<file path="src/rtl/tdm_pkg.sv">
// Shared constants, state encoding and counter sizing helper for the 4-channel TDM transmitter.
package tdm_pkg;

    localparam int NCH    = 4;
    localparam int SLOT_W = 2;

    typedef enum logic {
        IDLE  = 1'b0,
        SHIFT = 1'b1
    } state_t;

    // Bit-counter width: clog2(width), never narrower than one bit.
    function automatic int cnt_w(input int width);
        return (width <= 1) ? 1 : $clog2(width);
    endfunction

endpackage

</file>
<file path="src/rtl/tdm_tx_4ch_slot_counter.sv">
// Bit/slot position counter for one TDM frame; wraps to slot 0, bit 0 after the last bit.
module tdm_slot_counter
    import tdm_pkg::*;
#(
    parameter int WIDTH = 8,
    localparam int CW = cnt_w(WIDTH)
) (
    input  logic              clk,
    input  logic              rst,
    input  logic              load,
    input  logic              advance,
    output logic [CW-1:0]     bit_cnt,
    output logic [SLOT_W-1:0] slot,
    output logic              last_bit
);

    localparam logic [CW-1:0]     BIT_LAST  = CW'(WIDTH - 1);
    localparam logic [SLOT_W-1:0] SLOT_LAST = SLOT_W'(NCH - 1);

    always_ff @(posedge clk) begin
        if (rst || load) begin
            bit_cnt <= '0;
            slot    <= '0;
        end else if (advance) begin
            if (bit_cnt == BIT_LAST) begin
                bit_cnt <= '0;
                slot    <= slot + 1'b1;
            end else begin
                bit_cnt <= bit_cnt + 1'b1;
            end
        end
    end

    assign last_bit = (slot == SLOT_LAST) && (bit_cnt == BIT_LAST);

endmodule

</file>
<file path="src/rtl/tdm_tx_4ch.sv">
// Four-channel TDM transmitter: serializes one 4-word frame, channel 0 first, MSB first,
// with frame sync and slot index outputs. Handshake: a frame transfers on any rising edge where din_valid && din_ready.
module tdm_tx_4ch
    import tdm_pkg::*;
#(
    parameter int WIDTH = 8
) (
    input  logic                   clk,
    input  logic                   rst,
    input  logic [NCH*WIDTH-1:0]   din,
    input  logic                   din_valid,
    output logic                   din_ready,
    output logic                   tx_bit,
    output logic                   tx_sync,
    output logic [SLOT_W-1:0]      tx_slot,
    output logic                   tx_active
);

    localparam int FW = NCH * WIDTH;
    localparam int CW = cnt_w(WIDTH);

    state_t            state;
    state_t            state_nxt;
    logic              xfer;
    logic              advance;
    logic              last_bit;
    logic [CW-1:0]     bit_cnt;
    logic [FW-1:0]     ordered;
    logic [FW-1:0]     sreg;

    assign tx_active = (state == SHIFT);
    assign din_ready = !tx_active || last_bit;
    assign xfer      = din_valid && din_ready;
    assign advance   = tx_active && !xfer;

    // Place channel 0 in the top word so the frame leaves from the MSB end.
    always_comb begin
        ordered = '0;
        for (int n = 0; n < NCH; n++) begin
            ordered[(NCH-1-n)*WIDTH +: WIDTH] = din[n*WIDTH +: WIDTH];
        end
    end

    always_ff @(posedge clk) begin
        if (rst) begin
            state <= IDLE;
        end else begin
            state <= state_nxt;
        end
    end

    always_comb begin
        state_nxt = state;
        case (state)
            IDLE:    if (xfer) state_nxt = SHIFT;
            SHIFT:   if (last_bit && !xfer) state_nxt = IDLE;
            default: state_nxt = IDLE;
        endcase
    end

    // sreg holds the bits still to be sent after the one currently on tx_bit.
    always_ff @(posedge clk) begin
        if (rst) begin
            sreg    <= '0;
            tx_bit  <= 1'b0;
            tx_sync <= 1'b0;
        end else if (xfer) begin
            sreg    <= ordered << 1;
            tx_bit  <= ordered[FW-1];
            tx_sync <= 1'b1;
        end else if (advance) begin
            sreg    <= sreg << 1;
            tx_bit  <= last_bit ? 1'b0 : sreg[FW-1];
            tx_sync <= 1'b0;
        end
    end

    tdm_slot_counter #(
        .WIDTH(WIDTH)
    ) u_cnt (
        .clk     (clk),
        .rst     (rst),
        .load    (xfer),
        .advance (advance),
        .bit_cnt (bit_cnt),
        .slot    (tx_slot),
        .last_bit(last_bit)
    );

endmodule
</file>
<file path="config.mk">
export PLATFORM = sky130hd
export DESIGN_NAME = tdm_tx_4ch
export DESIGN_NICKNAME = d
export VERILOG_FILES = /design/src/rtl/tdm_pkg.sv /design/src/rtl/tdm_tx_4ch_slot_counter.sv /design/src/rtl/tdm_tx_4ch.sv
export SDC_FILE = /design/constraint.sdc
export NUM_CORES = 1
export LEC_CHECK = 0
export ABC_AREA = 1
export CORE_UTILIZATION = 40
export DETAILED_ROUTE_END_ITERATION = 12
export SYNTH_ARGS = -nofsm -noshare
export SYNTH_HDL_FRONTEND = slang
export SYNTH_SLANG_ARGS = --single-unit
</file>
<file path="constraint.sdc">
create_clock -name clk -period 2.51 [get_ports clk]
set_input_delay 0.6275 -clock clk [delete_from_list [all_inputs] [get_ports clk]]
set_output_delay 0.6275 -clock clk [all_outputs]
set_load 0.01 [all_outputs]
</file>
# Word-level counts from Yosys, hierarchy flattened
# Index checks and enable logic that the tools add are counted.
dict set report classes {
  div 0
  n_mux 11
  eq_ne 2
  n_reduce_logical 10
  n_mul 0
  shift 0
  magnitude_cmp 0
  bitwise 1
  n_addsub 2
}
# cell count
set op_table {}
lappend op_table {{two-way mux 32 bit} 2}
lappend op_table {{two-way mux 1 bit} 7}
lappend op_table {{logical AND 1 bit} 4}
lappend op_table {{adder 3 x 1 -> 3 bit, second input constant} 1}
lappend op_table {{equality test 3 bit, second input constant} 1}
lappend op_table {{two-way mux 3 bit} 1}
lappend op_table {{adder 2 x 1 -> 2 bit, second input constant} 1}
lappend op_table {{equality test 2 bit, second input constant} 1}
lappend op_table {{logical NOT 1 bit} 2}
lappend op_table {{logical OR 1 bit} 2}
lappend op_table {{case mux 1 bit (2 select lines)} 1}
lappend op_table {{AND reduction 2 bit} 1}
lappend op_table {{nonzero test 2 bit} 1}
lappend op_table {{NOT 1 bit} 1}
dict set report totals {
  out_inout_bits 6
  mem_bits_rw 0
  wordCells 32
  reg_bits 39
  rom_bits 0
  mem_count 0
  latchBits 0
  inputBits 35
}

# Logic depth before layout (Yosys ltp)
# Gate-level depths: netlist (run 1).
dict set report depth {
  ltp_word 8
  ltp_mapped 10
}

# Modules after synthesis
# A second synthesis (run 1) with hierarchy kept.
dict set report unflattened {
  hier_cells 303
  area_unflattened_um2 1929.4
}
# mod n_inst cells_each area_each_um2 seq_area_each_um2
set modules_own_cells {}
lappend modules_own_cells {tdm_tx_4ch 1 269 1686.6 680.7}
lappend modules_own_cells {tdm_slot_counter 1 34 242.7 100.1}

# Least setup slack after synthesis (run 1)
# No wires, ideal clock.
dict set report synth_path {
  kind {flip-flop to output port}
  startpoint {register u_cnt.bit_cnt[0]}
  endpoint {output port din_ready}
  path_buffers 1
  arrival_time_ns 1.049
  slack_ns 0.833
  path_stages_with_launch 6
  path_cell_list {dfxtp_1 ha_1 ha_1 nand2_2 nand2_4 buf_4}
}
dict set report synth_via {
  elab_chain_len 3
}
# element line
set synth_lines {}
lappend synth_lines {{start: declaration} tdm_tx_4ch_slot_counter.sv:12} ;# output logic [CW-1:0] bit_cnt,
lappend synth_lines {{start signal: assignment} tdm_tx_4ch_slot_counter.sv:29} ;# bit_cnt <= bit_cnt + 1'b1;
lappend synth_lines {{equality test 3 bit} tdm_tx_4ch_slot_counter.sv:34} ;# assign last_bit = (slot == SLOT_LAST) && (bit_cnt == BIT_LAST);
lappend synth_lines {{logical AND 1 bit} tdm_tx_4ch_slot_counter.sv:34}
lappend synth_lines {{logical OR 1 bit} tdm_tx_4ch.sv:32} ;# assign din_ready = !tx_active || last_bit;
lappend synth_lines {{end: declaration} tdm_tx_4ch.sv:12} ;# output logic din_ready,
# Every way passes these cells.

# Final worst setup path (run 1)
# Ends and elaborated chain as after synthesis.

==> results of run 1 <==
[final cells by class]
class | count | area [sq um] | share of cell area
Multi-Input combinational cell | 216 | 968 | 0.379
Inverter | 39 | 146 | 0.0573
Timing Repair Buffer | 50 | 475 | 0.186
Tap cell | 67 | 83.8 | 0.0328
Sequential cell | 39 | 781 | 0.306
Clock buffer | 8 | 100 | 0.0392
[report_power, final]
group	internal (mW)	total [mW]	switching [mW]
sequential	0.667	0.691	0.0239
clock	0.251	0.459	0.209
combinational	0.135	0.283	0.147
[state kept, by name, indices dropped and copies added, names as in the netlist]
name	cells
u_cnt.bit_cnt	3
tx_sync	1
u_cnt.slot	2
tx_bit	1
sreg	31
tx_active	1
[metrics by stage]
stage	area, sq um	hold WS (ns)	utilization
after CTS	2550	0.476	0.530
after detailed placement	2450	0.465	0.510
after floorplan	2040	0.443	-
after global placement	2450	0.456	0.510
after global routing	2550	0.502	0.530
final	2550	0.471	0.530
[metal layers]
metal  global-route usage  part of all wire  vias up
li1                     -                 -     1043
met1                0.233              0.52      797
met2                0.265              0.43       40
met3               0.0439             0.037        2
met4               0.0577            0.0077        0
met5                    0                 0        -
[cells in the final DEF (no fill, tap or decap)]
cell             instances
nand2_1                 69
nor2_1                  66
nand3_1                 61
clkdlybuf4s50_1         40
dfxtp_1                 39
inv_1                   38
buf_4                   10
a21oi_1                  7
clkbuf_8                 7
ha_1                     3
nand2_4                  2
nand4_1                  2
nand2_2                  1
o21ai_1                  1
nor3b_1                  1
nor2_8                   1
inv_2                    1
o21ai_0                  1
nor3_1                   1
clkbuf_1                 1
[critical path, cell delays in order (launching register included)]
cell             delay (ns)
dfxtp_1                0.35
ha_1                   0.15
ha_1                   0.23
nand2_2                0.10
nand2_4                0.07
clkdlybuf4s50_1        0.53
[logic make-up (layout without fill, tap and decap cells)]
logic type,Yosys count,after routing,share of synthesized area
AND/OR/NAND/NOR,204,204,0.434
buffers and inverters,60,97,0.143
flip-flops,39,39,0.382
AO/OA/AOI/OAI,9,9,0.0221
adder cells (fa/ha/maj),3,3,0.0184
[worst max-delay path by stage]
stage,depth (start not counted),startpoint,endpoint,slack [ns]
finish,5,u_cnt.bit_cnt[0],din_ready,0.17
global route,5,u_cnt.bit_cnt[0],din_ready,0.08
detailed placement,6,din_valid,u_cnt.slot[1],0.30
CTS,5,u_cnt.bit_cnt[0],din_ready,0.15
floorplan,5,u_cnt.bit_cnt[0],din_ready,0.83
global placement,6,din_valid,u_cnt.slot[1],0.36
==> run_results.csv, run 1 <==
group,metric,value,unit
cts,cts.path.max_buffers,2,
cts,clk_pin_slew,0.07,ns
pwr,power_density,561,nW/um^2
grt,antenna_found_initial,0,
layout,fill_cells,507,
setup_path,setup.worst_path.end_class,"primary output",
layout,finalNonFillerCells,419,
timing,timing.setup.tns,0,ns
setup_path,arrival,1.71,ns
detailed_routing,antenna_left,0,
yosys,synthFlopType,"dfxtp_1",
cts,numCtsBuffers,5,
grt,grt_pass1_wl,7.24,mm
timing,drv_slew,0,
yosys,synth_edf_count,0,
cts,clock_latency,0.29,ns
detailed_routing,via_per_inst,4.49,
setup_path,crit_path_start_kind,"flop",
setup_path,rrSetupSlack,0.45,ns
setup_path,cp_max_fo,5,
yosys,yosys_warnings,0,
yosys,syn_area,2040,sq um
cts,cts_tree,"done",
setup_path,worst_r2r_endpoint,"u_cnt.slot[1]",
cts,ctsResizeCount,0,
layout,layout.nets,389,
detailed_routing,drtPass1Iterations,5,
yosys,ys_seq_area_frac,0.382,
cts,cts-htree-levels,2,
die,initial_core_util,0.424,
cts,post_cts_buffers,0,
hold_path,min_path_type,"reg -> reg",
detailed_routing,drcViolationCount,0,
setup_path,crit_type,"reg -> out",
grt,grt_start_max_net_pins,36,
pwr,leakage,1.32,nW
die,die_y,73.5,um
die,io-pin-count,41,
timing,skew,0.00520,ns
timing,setup_ws,0.171,ns
die,die-width,73.5,um
yosys,ys_ff_latch,39,
cts,cts.sinks,39,
status,status,"finished clean",
placement,gp_congestion,0.752,
timing,hold_viol_final,0,
hold_path,worstHoldStart,"u_cnt.bit_cnt[1]",
detailed_routing,dr.first_iter.drc_count,82,
setup_path,r2r_cells,10,
yosys,yosys.cell_types.count,21,
layout,area_growth,25.1,%
pwr,power.total,1.43,mW
setup_path,worstReg2RegStart,"u_cnt.bit_cnt[0]",
layout,drive_above_1_share,0.0625,
placement,dpl.hpwl,2.77,mm
hold_path,whs_path_depth,2,
yosys,synth_largest_area_cell,"dfxtp_1",
yosys,async_flop_share,0,
setup_path,cp.required,1.88,ns
layout,n_antenna_cell,0,
detailed_routing,num_vias,1882,
grt,track_usage,0.172,
placement,pre_cts_ws,0.297,ns
yosys,ys_top_cells_by_area,"dfxtp_1, nand3_1, nand2_1, nor2_1, inv_1",
timing,setup_viol,0,
hold_path,min_to,"u_cnt.bit_cnt[1]",
yosys,synth_cells,315,
timing,rsz0062_at_grt,"false",
cts,cts-root-buf,"clkbuf_8",
timing,finalCriticalPeriod,2.34,ns
timing,fmax,0.428,GHz
die,core,4820,sq um
placement,dpl.cell_count,411,
yosys,synthesis.nets,353,
cts,hold_buffers,0,
yosys,synth_common_cells,"nand2_1, nor2_1, nand3_1, dfxtp_1, inv_1",
yosys,synth_most_common_cell,"nand2_1",
timing,fin_crit_sh,0.932,
yosys,syn_area_per_cell,6.48,sq um
placement,io_buffers,40,
die,die_area,5390,sq um
pwr,ir_drop,343,uV
yosys,yosysTopAreaCellShare,0.382,
timing,relSlewSlack,0.716,
grt,grt_pass1_vias,1653,
grt,grt_overflow_total,0,
job,drv_cap,0,
timing,tightest_slew,0.425,ns
die,rows,25,
detailed_routing,wl_per_cell,9.94,um
detailed_routing,wirelength,4.16,mm
(Power assumes the default switching activity.)
==> inputs of run 2 (changes only) <==
==> constraint.sdc (replaced) <==
create_clock -name clk -period 3 [get_ports clk]
set_input_delay 0.75 -clock clk [delete_from_list [all_inputs] [get_ports clk]]
set_output_delay 0.75 -clock clk [all_outputs]
set_load 0.01 [all_outputs]
==> run 2 against run 1 <==
  * Global-route usage fell by 0.13 points
  * Clock skew rose by 0.0013 ns
  * Combinational power fell by 19%
  * Via count fell by 0.16%
  * Die area did not move
  * Count of clock-buffer cells in the layout fell by 2
  * Sequential cell count did not move
  * Non-clock buffer count fell by 4
  * Register-to-register slack improved by 0.46 ns
  * Wire length fell by 0.62%
  * Clock power fell by 23%
  * Worst setup slack improved by 0.33 ns
  * Critical path type unchanged
  * Critical endpoint unchanged
==> run_results.csv, run 2 (synthesized netlist as in run 1, its figures left out) <==
group,metric,value,unit
status,status,"finished clean",
setup_path,max_stage_delay,0.53,ns
setup_path,crit_path_cell_trace,"ha_1 > ha_1 > nand2_2 > nand2_4 > clkdlybuf4s50_1",
die,initial_core_util,0.424,
detailed_routing,drtPass1Iterations,4,
timing,tightest_slew,0.542,ns
setup_path,cpMostUsedCell,"ha_1",
layout,layout.nets,385,
layout,layout_common_cells,"nand2_1, nor2_1, nand3_1",
layout,drive_above_1_share,0.0519,
layout,n_antenna_cell,0,
cts,ctsResizeCount,0,
setup_path,crit_type,"reg -> out",
timing,finalCriticalPeriod,2.50,ns
setup_path,arrival,1.75,ns
layout,largest_register_ffs,31,
grt,grt_pass1_wl,7.18,mm
die,core,4820,sq um
cts,numCtsBuffers,5,
grt,grt_overflow_total,0,
layout,area_growth,23.0,%
placement,dpl.hpwl,2.63,mm
setup_path,worst_r2r_endpoint,"u_cnt.slot[0]",
setup_path,crit_buf_inv,1,
detailed_routing,via_per_inst,4.54,
timing,timing.setup.tns,0,ns
grt,grt_start_max_net_pins,36,
grt,track_usage,0.171,
cts,cts.path.max_buffers,2,
detailed_routing,wl_per_cell,9.99,um
timing,skew,0.00647,ns
setup_path,rrSetupSlack,0.91,ns
grt,grt_pass1_vias,1634,
hold_path,min_to,"sreg[1]",
detailed_routing,wirelength,4.14,mm
layout,post-route-util,0.522,
die,io-pin-count,41,
cts,hold_buffers,0,
pwr,leakage,1.30,nW
cts,clk_pin_slew,0.07,ns
cts,cts_tree,"done",
grt,antenna_found_initial,0,
detailed_routing,antenna_left,0,
setup_path,worstReg2RegStart,"u_cnt.bit_cnt[0]",
pwr,ir_drop,263,uV
detailed_routing,dr.first_iter.drc_count,64,
detailed_routing,num_vias,1879,
timing,hold_viol_final,0,
hold_path,worstHoldStart,"sreg[1]",
cts,cts.sinks,39,
timing,drv_slew,0,
setup_path,setup.worst_path.end_class,"primary output",
die,rows,25,
timing,rsz0062_at_grt,"false",
layout,final_common_cell,"nand2_1",
setup_path,r2r_cells,10,
cts,cts-htree-levels,2,
hold_path,min_path_type,"reg -> reg",
job,drv_cap,0,
cts,cts-root-buf,"clkbuf_8",
layout,top_register,"sreg",
setup_path,crit_family,"buffers and inverters",
timing,fin_crit_sh,0.833,
layout,largest_registers,"sreg: 31 flops, u_cnt.bit_cnt: 3 flops, u_cnt.slot: 2 flops",
die,die_area,5390,sq um
setup_path,cp_slowest_cell,"clkdlybuf4s50_1",
detailed_routing,drcViolationCount,0,
pwr,power_density,463,nW/um^2
cts,clock_latency,0.29,ns
placement,dpl.cell_count,407,
die,die-width,73.5,um
setup_path,cp.required,2.25,ns
placement,gp_congestion,0.755,
setup_path,crit_path_start_kind,"flop",
hold_path,whs_path_depth,2,
setup_path,cp_max_fo,5,
timing,relSlewSlack,0.637,
timing,setup_viol,0,
die,die_y,73.5,um
placement,io_buffers,40,
layout,finalNonFillerCells,414,
timing,fmax,0.400,GHz
cts,post_cts_buffers,0,
==> run 2: cell types whose count changed in the layout (fill, tap and decap cells not counted), sizes merged <==
cell    before  now
clkbuf       8    6
buf         10    6
clkinv       0    1
==> run 2: worst max-delay path by stage <==
stage / startpoint / endpoint / depth (start not counted)
4_1_cts: u_cnt.bit_cnt[0] / din_ready / 5
5_1_grt: u_cnt.bit_cnt[0] / din_ready / 5
3_5_place_dp: din_valid / u_cnt.slot[0] / 6
2_1_floorplan: u_cnt.bit_cnt[0] / din_ready / 5
6_report: u_cnt.bit_cnt[0] / din_ready / 5
3_3_place_gp: din_valid / u_cnt.slot[1] / 6
==> run 2: routing by layer <==
metal / part of all wire / track usage / routed length [um] / vias up
met2: 0.42 / 0.264 / 1750 / 41
met4: 0.013 / 0.0577 / 52 / 0
li1: - / - / - / 1030
met1: 0.51 / 0.228 / 2130 / 802
met3: 0.050 / 0.0480 / 205 / 6
met5: 0 / 0 / 0 / -
==> run 2: through the flow <==
step / hold slack (ns) / cell area, sq um / total power, mW / setup WS, ns
detailed placement: 0.460 / 2420 / 0.822 / 0.559
finish: 0.475 / 2510 / 1.16 / 0.501
CTS: 0.472 / 2510 / 1.18 / 0.482
floorplan: 0.443 / 2040 / 0.753 / 1.20
global route: 0.498 / 2510 / 1.24 / 0.381
global placement: 0.457 / 2420 / 0.819 / 0.601
==> run 2: tightest hold or removal path, cell delays in order, from the launching register on <==
cell	delay (ns)
dfxtp_1	0.31
nand2_1	0.06
a21oi_1	0.06
==> run 2: final cells by class <==
type / count / area, sq um
Fill cell: 517 / 2300
Multi-Input combinational cell: 216 / 968
Timing Repair Buffer: 46 / 445
Clock buffer: 6 / 82.6
Clock inverter: 1 / 5.00
Tap cell: 67 / 83.8
Sequential cell: 39 / 781
Inverter: 39 / 146
==> run 2: power breakdown <==
part / internal [mW] / total (mW) / switching, mW
logic: 0.109 / 0.228 / 0.118
clock network: 0.180 / 0.354 / 0.174
registers: 0.558 / 0.581 / 0.0230
==> inputs of run 3 (changes only) <==
==> constraint.sdc (replaced) <==
create_clock -name clk -period 2.6 [get_ports clk]
set_input_delay 0.65 -clock clk [delete_from_list [all_inputs] [get_ports clk]]
set_output_delay 0.65 -clock clk [all_outputs]
set_load 0.01 [all_outputs]
==> run 3 against run 2 <==
  * Sequential share of layout area down 0.25 points
  * Critical path depth is the same
  * Register-to-register slack got worse by 0.39 ns
  * Core utilization grew 0.42 points
  * Final cell count increased by 0.48%
  * Global-route usage fell by 0.16 points
  * Critical path type unchanged
==> run_results.csv, run 3 (synthesized netlist as in run 1, its figures left out) <==
group,metric,value,unit
timing,tightest_slew,0.397,ns
setup_path,arrival,1.74,ns
job,drv_cap,0,
grt,grt_pass1_vias,1697,
grt,grt_start_max_net_pins,40,
cts,cts.path.max_buffers,2,
layout,area_growth,24.0,%
pwr,power_density,517,nW/um^2
cts,cts_tree,"done",
cts,numCtsBuffers,5,
timing,relSlewSlack,0.734,
detailed_routing,drtPass1Iterations,4,
detailed_routing,wirelength,4.05,mm
timing,hold_viol_final,0,
die,die_y,73.5,um
hold_path,min_path_type,"reg -> reg",
cts,ctsResizeCount,0,
cts,cts-root-buf,"clkbuf_8",
placement,dpl.hpwl,2.79,mm
die,core,4820,sq um
detailed_routing,antenna_left,0,
pwr,leakage,1.31,nW
grt,grt_overflow_total,0,
detailed_routing,drcViolationCount,0,
layout,largest_registers,"sreg: 31 flops, u_cnt.bit_cnt: 3 flops, u_cnt.slot: 2 flops",
cts,post_cts_buffers,0,
timing,timing.setup.tns,0,ns
detailed_routing,num_vias,1903,
cts,cts.sinks,39,
placement,gp_congestion,0.735,
timing,finalCriticalPeriod,2.39,ns
cts,hold_buffers,0,
cts,clk_pin_slew,0.07,ns
detailed_routing,dr.first_iter.drc_count,105,
detailed_routing,wl_per_cell,9.74,um
die,initial_core_util,0.424,
timing,setup_viol,0,
layout,drive_above_1_share,0.0544,
setup_path,cp.required,1.95,ns
grt,track_usage,0.169,
timing,fin_crit_sh,0.920,
pwr,ir_drop,286,uV
grt,grt_pass1_wl,7.12,mm
detailed_routing,via_per_inst,4.57,
die,rows,25,
status,status,"finished clean",
timing,rsz0062_at_grt,"false",
cts,clock_latency,0.28,ns
setup_path,crit_path_start_kind,"flop",
timing,skew,0.00281,ns
placement,io_buffers,40,
setup_path,crit_type,"reg -> out",
die,die-width,73.5,um
layout,final_common_cell,"nand2_1",
layout,layout.nets,388,
die,io-pin-count,41,
timing,drv_slew,0,
layout,layout_common_cells,"nand2_1, nor2_1, nand3_1",
timing,fmax,0.418,GHz
layout,post-route-util,0.526,
setup_path,cp_max_fo,5,
cts,cts-htree-levels,2,
die,die_area,5390,sq um
setup_path,setup.worst_path.end_class,"primary output",
grt,antenna_found_initial,0,
layout,top_register,"sreg",
layout,largest_register_ffs,31,
layout,n_antenna_cell,0,
==> run 3: where the power goes <==
part           leakage, nW  switching [mW]  total [mW]  internal, mW
Combinational        0.948           0.141       0.274         0.132
Sequential           0.322          0.0223       0.666         0.644
Clock               0.0371           0.190       0.369         0.179
Total                 1.31           0.354        1.31         0.955
==> run 3: final cells by class <==
class                           count  area, sq um
Tap cell                           67         83.8
Timing Repair Buffer               49          480
Clock buffer                        6         72.6
Fill cell                         527         2280
Multi-Input combinational cell    216          968
Sequential cell                    39          781
Inverter                           39          146
==> run 3: worst paths after layout <==
check | startpoint | end | slack [ns] | depth (start not counted)
setup / recovery | u_cnt.bit_cnt[0] | din_ready | 0.21 | 5
hold / removal | u_cnt.bit_cnt[1] | u_cnt.bit_cnt[1] | 0.47 | 2
setup reg to reg | u_cnt.bit_cnt[0] | u_cnt.slot[0] | 0.52 | 10
hold reg to reg | u_cnt.bit_cnt[1] | u_cnt.bit_cnt[1] | 0.47 | 2
==> run 3: metal layers <==
metal  share of wire  GRT usage  up-vias
li1                -          -     1034
met1            0.51      0.219      830
met2            0.45      0.280       37
met3           0.036     0.0370        2
met4          0.0067     0.0513        0
met5               0          0        -
==> run 3: critical path: stages (launching register included) <==
cell,delay (ns)
dfxtp_1,0.36
ha_1,0.16
ha_1,0.25
nand2_2,0.11
nand2_4,0.07
clkdlybuf4s50_1,0.52
==> run 3: per-stage QoR <==
| step | hold slack [ns] | power [mW] | cells | instance area, sq um | worst slack, ns |
|---|---|---|---|---|---|
| floorplan | 0.443 | 0.869 | 315 | 2040 | 0.901 |
| global placement | 0.457 | 0.954 | 410 | 2460 | 0.427 |
| detailed placement | 0.456 | 0.957 | 410 | 2460 | 0.398 |
| CTS | 0.472 | 1.33 | 416 | 2530 | 0.183 |
| global route | 0.495 | 1.40 | 416 | 2530 | 0.0914 |
| finish | 0.474 | 1.31 | 416 | 2530 | 0.208 |
